$ cat config.mk
export PLATFORM = sky130hd
export DESIGN_NAME = fe_decode_queue
export DESIGN_NICKNAME = d
export VERILOG_FILES = /design/src/rtl/fe_decode_queue_pkg.sv /design/src/rtl/fe_ring_buffer.sv /design/src/rtl/fe_decode_queue.sv
export SDC_FILE = /design/constraint.sdc
export NUM_CORES = 1
export LEC_CHECK = 0
export CORE_ASPECT_RATIO = 0.8
export CORE_MARGIN = 4
export CORE_UTILIZATION = 38
export DETAILED_ROUTE_END_ITERATION = 10
export GPL_ROUTABILITY_DRIVEN = 1
export PLACE_DENSITY = 0.57
export SETUP_SLACK_MARGIN = 0.15
export SKIP_CTS_REPAIR_TIMING = 1
export SYNTH_ARGS = -nofsm -noshare
export SYNTH_HDL_FRONTEND = slang
export SYNTH_SLANG_ARGS = --single-unit
$ cat constraint.sdc
create_clock -name clk_i -period 6.91 [get_ports clk_i]
set_input_delay 1.0365 -clock clk_i [delete_from_list [all_inputs] [get_ports clk_i]]
set_output_delay 1.0365 -clock clk_i [all_outputs]
set_load 0.005 [all_outputs]
$ cat src/rtl/fe_decode_queue_pkg.sv
// Shared front-end constants and the fetch request record used by the
// decode queue and its ring buffer.
package fe_decode_queue_pkg;

  localparam int DECODED_INSTRUCTION_WIDTH = 32;
  localparam int WORD_SIZE_P               = 16;
  localparam logic [WORD_SIZE_P-1:0] RESET_PC_P = '0;
  localparam int FE_QUEUE_DEPTH            = 8;

  typedef struct packed {
    logic [WORD_SIZE_P-1:0] pc;
    logic                   epoch;
  } fe_req_t;

endpackage

$ cat src/rtl/fe_ring_buffer.sv
// Power-of-two ring queue of decoded instructions; flush empties it in one cycle.
// Full/empty come from the occupancy count rather than from comparing pointers.
module fe_ring_buffer
  import fe_decode_queue_pkg::*;
#(
  parameter int DEPTH_P = FE_QUEUE_DEPTH,
  parameter int WIDTH_P = DECODED_INSTRUCTION_WIDTH,
  localparam int PTR_W  = $clog2(DEPTH_P),
  localparam int CNT_W  = PTR_W + 1
) (
  input  logic               clk,
  input  logic               reset,
  input  logic               flush,
  input  logic               enq_v,
  input  logic [WIDTH_P-1:0] enq_data,
  input  logic               deq_v,
  output logic [WIDTH_P-1:0] head_data,
  output logic [CNT_W-1:0]   count
);

  logic [WIDTH_P-1:0] mem [DEPTH_P];
  logic [PTR_W-1:0]   head_q;
  logic [PTR_W-1:0]   tail_q;
  logic               do_deq;

  assign do_deq    = deq_v && (count != '0);
  assign head_data = mem[head_q];

  always_ff @(posedge clk) begin
    if (enq_v && !flush && !reset) begin
      mem[tail_q] <= enq_data;
    end
  end

  // Pointers wrap on their own because the depth is a power of two.
  always_ff @(posedge clk) begin
    if (reset || flush) begin
      head_q <= '0;
      tail_q <= '0;
      count  <= '0;
    end else begin
      if (enq_v) begin
        tail_q <= tail_q + PTR_W'(1);
      end
      if (do_deq) begin
        head_q <= head_q + PTR_W'(1);
      end
      count <= count + CNT_W'(enq_v) - CNT_W'(do_deq);
    end
  end

endmodule

$ cat src/rtl/fe_decode_queue.sv
// Front-end fetch PC generator with epoch tagging and a credit-checked decode queue.
// Optional same-cycle bypass of an empty queue: define FE_QUEUE_BYPASS_EN.
module fe_decode_queue #(
  parameter int QUEUE_DEPTH_P = fe_decode_queue_pkg::FE_QUEUE_DEPTH,
  parameter int WORD_SIZE_P   = fe_decode_queue_pkg::WORD_SIZE_P,
  parameter int PC_STEP_P     = 2,
  parameter logic [WORD_SIZE_P-1:0] RESET_PC_P = WORD_SIZE_P'(fe_decode_queue_pkg::RESET_PC_P),
  localparam int INSTR_W      = fe_decode_queue_pkg::DECODED_INSTRUCTION_WIDTH,
  localparam int CNT_W        = $clog2(QUEUE_DEPTH_P) + 1
) (
  input  logic                   clk_i,
  input  logic                   reset_i,
  output logic                   fetch_v_o,
  output logic [WORD_SIZE_P-1:0] fetch_pc_o,
  output logic                   fetch_epoch_o,
  input  logic                   fetch_ready_i,
  input  logic                   dec_v_i,
  input  logic                   dec_epoch_i,
  input  logic [INSTR_W-1:0]     dec_instr_i,
  output logic [INSTR_W-1:0]     decoded_o,
  output logic                   decoded_v_o,
  input  logic                   rename_decode_ready_i,
  input  logic                   be_fe_mispredict_i,
  input  logic [WORD_SIZE_P-1:0] be_fe_redirected_pc_i
);

  logic [WORD_SIZE_P-1:0] pc_q;
  logic                   epoch_q;
  logic [CNT_W-1:0]       inflight_q;
  logic [CNT_W-1:0]       count;
  logic [INSTR_W-1:0]     head_data;
  logic                   credit_ok;
  logic                   fetch_fire;
  logic                   resp_current;
  logic                   enq_v;
  logic                   deq_v;

  // Queued plus outstanding requests never exceed the depth, so the queue cannot overflow.
  assign credit_ok     = ({1'b0, count} + {1'b0, inflight_q}) < (CNT_W + 1)'(QUEUE_DEPTH_P);
  assign fetch_v_o     = !reset_i && !be_fe_mispredict_i && credit_ok;
  assign fetch_pc_o    = pc_q;
  assign fetch_epoch_o = epoch_q;
  assign fetch_fire    = fetch_v_o && fetch_ready_i;
  assign resp_current  = dec_v_i && (dec_epoch_i == epoch_q) && !be_fe_mispredict_i;
  assign deq_v         = (count != '0) && rename_decode_ready_i && !be_fe_mispredict_i;

`ifdef FE_QUEUE_BYPASS_EN
  logic bypass;
  assign bypass      = resp_current && (count == '0);
  assign decoded_v_o = (count != '0) || bypass;
  assign decoded_o   = bypass ? dec_instr_i : head_data;
  assign enq_v       = resp_current && !(bypass && rename_decode_ready_i);
`else
  assign decoded_v_o = (count != '0);
  assign decoded_o   = head_data;
  assign enq_v       = resp_current;
`endif

  // Stale responses still return their credit, including during a mispredict.
  always_ff @(posedge clk_i) begin
    if (reset_i) begin
      pc_q       <= RESET_PC_P;
      epoch_q    <= 1'b0;
      inflight_q <= '0;
    end else begin
      inflight_q <= inflight_q + CNT_W'(fetch_fire) - CNT_W'(dec_v_i);
      if (be_fe_mispredict_i) begin
        pc_q    <= be_fe_redirected_pc_i;
        epoch_q <= ~epoch_q;
      end else if (fetch_fire) begin
        pc_q <= pc_q + WORD_SIZE_P'(PC_STEP_P);
      end
    end
  end

  fe_ring_buffer #(
    .DEPTH_P (QUEUE_DEPTH_P),
    .WIDTH_P (INSTR_W)
  ) u_ring (
    .clk       (clk_i),
    .reset     (reset_i),
    .flush     (be_fe_mispredict_i),
    .enq_v     (enq_v),
    .enq_data  (dec_instr_i),
    .deq_v     (deq_v),
    .head_data (head_data),
    .count     (count)
  );

endmodule

==> flow_summary.yaml <==
yosys:
  synth.top_cells.by_count: "edfxtp_1, mux4_2, dfxtp_1"
  netlist_area_sq_um: 11500
  yosysWarnings: 0
  synth_top_area_cell: "edfxtp_1"
  syn_nets: 661
  ys.flop_type: "edfxtp_1"
  synthArstFlopShare: 0
  ys_seq_area_frac: 0.730
  synth_area_per_cell_sq_um: 19.5
  ys_types: 45
  synthCells: 589
  synth_area_leaders: "edfxtp_1, mux4_2, dfxtp_1"
  synth_edf_count: 256
  ys_seq_elements: 290
  synth_top_area_frac: 0.671
  synth.most_common_cell: "edfxtp_1"
floorplan:
  die_height_microns: 163
  rows: 56
  die_area_sq_um: 33000
  ioPinCount: 106
  die_w_microns: 202
  initial_utilization: 0.389
  core-area_sq_um: 29500
drt:
  drt_first_iter_violations: 369
  postRouteAntennaNets: 0
  viasPerCell: 5.12
  vias: 5799
  firstDrtPassIters: 4
  drcViolationCount: 0
  wirelength_microns: 23000
  wl_per_cell_microns: 20.3
cts:
  clk_latency_ns: 0.54
  max-clock-path-buffers: 3
  clock_sinks: 290
  clock-root-buffer: "clkbuf_16"
  htreeDepth: 1
  cts_inserted_buffers: 30
  cts.clk_slew.worst_paths_ns: 0.07
  tritoncts: "built"
outcome:
  status: "complete, no violations"
run:
  cap_violations: 0
critical_path:
  crit_slowest_cell: "dfxtp_4"
  cp_slowest_stage_delay_ns: 0.93
  critPathCaptureType: "output port"
  cp.required_ns: 5.87
  start_kind: "register"
  ff2ff_path_depth: 11
  ff2ff_setup_slack_ns: 3.92
  critical_path.cell_chain: "buf_4, mux4_2, mux2_2, clkdlybuf4s50_1"
  reg2reg_from: "u_ring.count[1]$_SDFF_PP0_"
  worstReg2RegEnd: "inflight_q[2]$_SDFF_PP0_"
  worstPathArrival_ns: 3.36
  critPathMaxFanout: 43
  critPathKind: "register to output port"
  setup.worst_path.end: "decoded_o[21]"
place:
  dpl_cell_area_sq_um: 13000
  gp_congestion: 0.724
  hpwl_microns: 13500
  preCtsSetupSlack_ns: 2.22
  portBuffers: 105
global_route:
  antenna_found_initial: 0
  grt_pass1_wl_microns: 36000
  top_usage_layer: "met2"
  grt_max_degree: 65
  grt_use_met2: 0.233
  grt_pass1_vias: 6219
  grt_overflow: 0
  grt.total_usage: 0.139
  use_met1: 0.193
  gr-usage-met3: 0.0252
final_layout:
  final_cell_area_sq_um: 14000
  syn2layout_area_growth_pct: 22.5
  layout-drive-gt1-share: 0.228
  final_nets: 775
  diodes: 0
pwr:
  p_per_area_nw_per_um2: 274
  p_leak_nw: 4.39
  vdd_drop_max_mv: 0.194
  total_power_mw: 3.84
worst_hold_path:
  hold_class: "register to register"
timing:
  period_minus_slack_ns: 4.39
  fmax_ghz: 0.228
  fin_tns_setup_ns: 0
  finalHoldViolCount: 0
  fin_skew_ns: 0.0101
  relSlewSlack: 0.194
  rsz0062_at_grt: "no"
  fin_crit_sh: 0.636
  layout_setup_ws_ns: 2.52
  tightestPinTransition_ns: 1.21
  setup_viol: 0
  drv_slew: 0
worst min path at each step:
stage,from,to,slack (ns),cells past startpoint
final,u_ring.head_q[1]$_SDFFE_PP0P_,register,0.50,2
after CTS,u_ring.head_q[1]$_SDFFE_PP0P_,register,0.51,2
after detailed placement,u_ring.head_q[1]$_SDFFE_PP0P_,register,0.49,2
after floorplan,u_ring.head_q[1]$_SDFFE_PP0P_,register,0.45,2
after global placement,u_ring.head_q[1]$_SDFFE_PP0P_,register,0.46,2
after global routing,u_ring.head_q[1]$_SDFFE_PP0P_,register,0.51,2
sequential cells by signal (all words and copies together) (netlist names), named ones only:
name / flops
fetch_pc_o: 16
u_ring.tail_q: 3
u_ring.mem: 256
u_ring.count: 4
fetch_epoch_o: 1
u_ring.head_q: 3
inflight_q: 4
per-stage QoR:
step           cells  hold slack [ns]   util
2_1_floorplan    589            0.454      -
3_3_place_gp    1077            0.459  0.441
3_5_place_dp    1077            0.494  0.441
4_1_cts         1133            0.507  0.476
5_1_grt         1133            0.514  0.476
6_report        1133            0.502  0.476
cells by family after synthesis:
group,share of synthesized area
xor+xnor,0.00840
buf+inv,0.0178
mux,0.160
flops,0.730
compound gates,0.0250
simple gates,0.0393
fa+ha+maj,0.0199
layer usage:
layer / part of all wire / vias to the layer above
li1: - / 2627
met1: 0.45 / 2977
met2: 0.48 / 157
met3: 0.045 / 38
met4: 0.019 / 0
met5: 0 / -
worst max-delay path: cells and delay by family (launching register included):
family                 cells  cell delay, ns
multiplexers               2            0.88
buffers and inverters      2            0.99
flip-flops                 1            0.93
layout by cell type (no fill, tap or decap), types with 6 or more instances in the layout:
cell / Yosys / routed
nor2_1: 23 / 17
bufinv_16: 0 / 6
o311ai_0: 6 / 6
clkdlybuf4s50_1: 0 / 105
ha_1: 15 / 15
nand2_1: 18 / 18
mux2_2: 32 / 32
dfxtp_1: 34 / 31
inv_1: 17 / 17
edfxtp_1: 256 / 256
or4_1: 6 / 6
xor2_1: 7 / 7
a31oi_1: 11 / 11
clkinv_2: 0 / 7
nand3_1: 13 / 13
nor2_4: 0 / 6
mux4_2: 64 / 64
clkbuf_16: 0 / 31
power by group:
part | internal [mW] | switching [mW] | total, mW
registers | 1.93 | 0.0224 | 1.95
clock network | 1.04 | 0.643 | 1.68
logic | 0.113 | 0.0982 | 0.211
cell type report:
type                            count  area [sq um]
Fill cell                        2473         15500
Inverter                           19          73.8
Timing Repair Buffer              110          1090
Multi-Input combinational cell    252          2950
Sequential cell                   290          8380
Clock inverter                     20           251
Tap cell                          406           508
Clock buffer                       36           795
(Power assumes the default switching activity.)
